## src/rtl/fu_complete_buffer.sv

```systemverilog
// Per-FU completion FIFO feeding the CDB arbiter request/grant slot.
// Optional same-cycle bypass when empty: define CPL_BYPASS_EN.
module fu_complete_buffer #(
  parameter int DEPTH       = 4,
  parameter int PREG_NUMBER = 32,
  localparam int TW = $clog2(PREG_NUMBER),
  localparam int AW = $clog2(DEPTH),
  localparam int CW = $clog2(DEPTH) + 1
) (
  input  logic          clk,
  input  logic          reset,
  input  logic          fu_done_i,
  input  logic [TW-1:0] fu_tag_i,
  output logic          buf_ready_o,
  input  logic          flush_i,
  output logic          FU_complete_o,
  output logic [TW-1:0] completed_tag_o,
  input  logic          FU_complete_en_i,
  output logic [CW-1:0] count_o,
  output logic          overflow_o
);

  logic [TW-1:0] r_mem [DEPTH];
  logic [AW-1:0] r_head;
  logic [AW-1:0] r_tail;
  logic [CW-1:0] r_count;
  logic          r_ovf;

  logic w_full;
  logic w_nempty;
  logic w_push_req;
  logic w_byp;
  logic w_wr;
  logic w_rd;

  assign w_full     = (r_count == CW'(DEPTH));
  assign w_nempty   = (r_count != '0);
  assign w_push_req = fu_done_i && !flush_i;

`ifdef CPL_BYPASS_EN
  assign w_byp = !w_nempty && w_push_req;
`else
  assign w_byp = 1'b0;
`endif

  // A bypassed completion granted in the same cycle never enters storage.
  assign w_wr = w_push_req && !w_full && !(w_byp && FU_complete_en_i);
  assign w_rd = w_nempty && FU_complete_en_i && !flush_i;

  // Request outputs: head entry, bypass tag, or zero when idle.
  always_comb begin
    FU_complete_o   = w_nempty || w_byp;
    completed_tag_o = '0;
    if (w_nempty)
      completed_tag_o = r_mem[r_head];
    else if (w_byp)
      completed_tag_o = fu_tag_i;
  end

  assign buf_ready_o = !w_full;
  assign count_o     = r_count;
  assign overflow_o  = r_ovf;

  // Pointer, occupancy and sticky overflow state.
  always_ff @(posedge clk) begin
    if (reset) begin
      r_head  <= '0;
      r_tail  <= '0;
      r_count <= '0;
      r_ovf   <= 1'b0;
    end else begin
      if (w_push_req && w_full)
        r_ovf <= 1'b1;
      if (flush_i) begin
        r_head  <= '0;
        r_tail  <= '0;
        r_count <= '0;
      end else begin
        if (w_wr)
          r_tail <= r_tail + AW'(1);
        if (w_rd)
          r_head <= r_head + AW'(1);
        r_count <= r_count + CW'(w_wr) - CW'(w_rd);
      end
    end
  end

  // Tag storage; contents are qualified by the count, so no reset.
  always_ff @(posedge clk) begin
    if (!reset && w_wr)
      r_mem[r_tail] <= fu_tag_i;
  end

endmodule
```

## config.mk

```make
export PLATFORM = sky130hd
export DESIGN_NAME = fu_complete_buffer
export DESIGN_NICKNAME = d
export VERILOG_FILES = /design/src/rtl/fu_complete_buffer.sv
export SDC_FILE = /design/constraint.sdc
export NUM_CORES = 1
export LEC_CHECK = 0
export CAP_MARGIN = 20
export CORE_UTILIZATION = 45
export DETAILED_ROUTE_END_ITERATION = 10
export PLACE_DENSITY = 0.69
export SLEW_MARGIN = 20
export SYNTH_ARGS = -nofsm -noshare
export SYNTH_HDL_FRONTEND = slang
export SYNTH_SLANG_ARGS = --single-unit
```

## constraint.sdc

```tcl
create_clock -name clk -period 3.5 [get_ports clk]
set_clock_uncertainty 0.15 [all_clocks]
set_input_delay 0.7 -clock clk [delete_from_list [all_inputs] [get_ports clk]]
set_output_delay 0.7 -clock clk [all_outputs]
set_load 0.02 [all_outputs]
```

==> results.sh <==
export IMPL_synth_top_area_cell="edfxtp_1"
export IMPL_slew_headroom=0.519
export IMPL_cts_root_buffer_cell="clkbuf_4"
export IMPL_wl_microns=2240
export IMPL_ios=21
export IMPL_drtAntennaViolNets=0
export IMPL_reg2reg_depth=9
export IMPL_cp_required_ns=2.65
export IMPL_clock_sinks=30
export IMPL_port_buffers=20
export IMPL_syn_nets=103
export IMPL_cp_startpoint="count_o[1]"
export IMPL_leakagePower_nw=0.563
export IMPL_drc=0
export IMPL_hold_end="r_tail[1]"
export IMPL_grt_usage=0.173
export IMPL_die_area_sq_um=3100
export IMPL_drt_first_iter_violations=34
export IMPL_cts_resized=0
export IMPL_cts_hold_buf=0
export IMPL_hold_path_class="reg -> reg"
export IMPL_ir_drop_mv=0.315
export IMPL_grt_pass1_vias=801
export IMPL_ys_seq_area_frac=0.617
export IMPL_dpl_hpwl_microns=1620
export IMPL_grt_overflow_total=0
export IMPL_synth_area_sq_um=1300
export IMPL_syn_inst=87
export IMPL_nets=129
export IMPL_grt_max_degree=11
export IMPL_vias=766
export IMPL_period_needed_ns=3.02
export IMPL_clkTransAtPathRegs_ns=0.10
export IMPL_cp_start_kind="flop"
export IMPL_clock_fmax_ghz=0.331
export IMPL_final_instance_count_excl_fill=145
export IMPL_drive_gt1_frac=0.175
export IMPL_cts_made_buffers=5
export IMPL_grt_antenna_before_repair=0
export IMPL_setup_tns_ns=0
export IMPL_antenna_cells=0
export IMPL_viasPerCell=5.28
export IMPL_synthTopCellsByArea="edfxtp_1 46%, dfxtp_1 15%, mux4_2 8.7%"
export IMPL_dieHeight_microns=55.7
export IMPL_tightest_slew_ns=0.717
export IMPL_ys_types=28
export IMPL_status="finished clean"
export IMPL_syn_avg_cell_area_sq_um=14.9
export IMPL_total_power_uw=674
export IMPL_clkLatencyLatePin_ns=0.32
export IMPL_grt_pass1_wl_microns=3820
export IMPL_post_cts_buffers=0
export IMPL_core_area_sq_um=2730
export IMPL_hold_depth=2
export IMPL_initial_core_util=0.475
export IMPL_ctsLongestPathBuffers=2
export IMPL_setup_viol=0
export IMPL_slew_viol_final=0
export IMPL_rows=19
export IMPL_hold_start="r_tail[1]"
export IMPL_arrival_ns=2.17
export IMPL_ys_seq_elements=30
export IMPL_chipWidth_microns=55.7
export IMPL_critPathMaxFanout=7
export IMPL_wl_per_cell_microns=15.4
export IMPL_h_tree_depth=2
export IMPL_powerDensity_nw_per_um2=421
export IMPL_tritoncts="yes"
export IMPL_post_route_period_util=0.864
export IMPL_synth_top_cell_area_share=0.462
export IMPL_endpoint_kind="output port"
export IMPL_place_inst=137
export IMPL_hold_viol_final=0
export IMPL_r2r_slack_ns=1.12
export IMPL_whs_ns=0.352
export IMPL_place_gp_congestion=0.753
export IMPL_firstDrtPassIters=4
export IMPL_crit_type="reg -> out"
export IMPL_syn2layout_area_growth_pct=23.3
export IMPL_r2r_end="count_o[2]"
export IMPL_ys_warnings_count=0
export IMPL_max_cap_violations=0
export IMPL_rsz0062_at_grt="false"
export IMPL_reg2reg_from="count_o[2]"
-- cell type report --
| cell class | count | area (sq um) |
|---|---|---|
| Clock buffer | 6 | 62.6 |
| Clock inverter | 2 | 10.0 |
| Fill cell | 216 | 1130 |
| Inverter | 5 | 18.8 |
| Multi-Input combinational cell | 50 | 463 |
| Sequential cell | 30 | 801 |
| Tap cell | 31 | 38.8 |
| Timing Repair Buffer | 21 | 208 |
-- power by group --
group	total (mW)	internal, mW	switching, mW
combinational	0.0541	0.0279	0.0262
sequential	0.385	0.381	0.00402
clock	0.235	0.119	0.116
total	0.674	0.528	0.146
-- stage by stage --
stage               setup WS (ns)  instance area, sq um   util
floorplan                   0.918                  1300      -
global placement            0.611                  1530  0.559
detailed placement          0.512                  1530  0.559
CTS                         0.433                  1600  0.586
global route                0.328                  1600  0.586
finish                      0.475                  1600  0.586
-- cells in the final DEF, fill, tap and decap left out, drive strengths merged, types with 3 or more instances in the layout --
master / netlist / layout
clkdlybuf4s50: 0 / 20
edfxtp: 20 / 20
dfxtp: 10 / 10
nor3: 7 / 7
and2: 6 / 6
clkbuf: 0 / 6
mux4: 5 / 5
ha: 5 / 5
inv: 5 / 5
nor2b: 4 / 4
nor2: 4 / 4
xor2: 3 / 3
-- worst max-delay path, cell delays in order (launching register included) --
cell	delay, ns
dfxtp_1	0.43
nor3_1	0.64
and2b_1	0.26
clkdlybuf4s50_1	0.53
-- layer usage --
layer,share of wire,GRT usage
met5,0,0
met4,0.021,0.0857
met3,0.064,0.0674
met2,0.47,0.258
met1,0.44,0.220
-- cell usage after synthesis, drive strengths merged --
| library cell | number |
|---|---|
| o31ai | 1 |
| o21ai | 2 |
| nor2 | 4 |
| and2 | 6 |
| nand3 | 1 |
| a21oi | 1 |
| dfxtp | 10 |
| nand4 | 1 |
| xor2 | 3 |
| fa | 1 |
| nor2b | 4 |
| xnor2 | 2 |
| nand2b | 1 |
| nor3b | 1 |
| buf | 2 |
| nor3 | 7 |
| a21boi | 1 |
| nand2 | 1 |
| ha | 5 |
| edfxtp | 20 |
| mux4 | 5 |
| o311ai | 1 |
| inv | 5 |
| and2b | 2 |
-- worst max-delay path by stage --
stage                                     to  slack (ns)  depth (start not counted)
after floorplan                   count_o[2]        0.92                         10
after global placement            count_o[2]        0.61                         10
after detailed placement          count_o[2]        0.51                         10
after CTS                 completed_tag_o[4]        0.43                          3
after global routing      completed_tag_o[4]        0.33                          3
final                     completed_tag_o[4]        0.48                          3
-- logic make-up after synthesis --
| kind of cell | synth area share |
|---|---|
| DFF | 0.617 |
| and+or+nand+nor | 0.139 |
| buffers and inverters | 0.0270 |
| muxes | 0.0867 |
| adders and majority gates | 0.0636 |
| AOI/OAI and AO/OA | 0.0337 |
| xor gates and xnor gates | 0.0337 |
-- flip-flops by register name (all words and copies together), names as in the netlist, named ones only --
register and flops:
r_mem 20, count_o 3, r_head 2, r_tail 2, overflow_o 1
(Power assumes the default switching activity.)
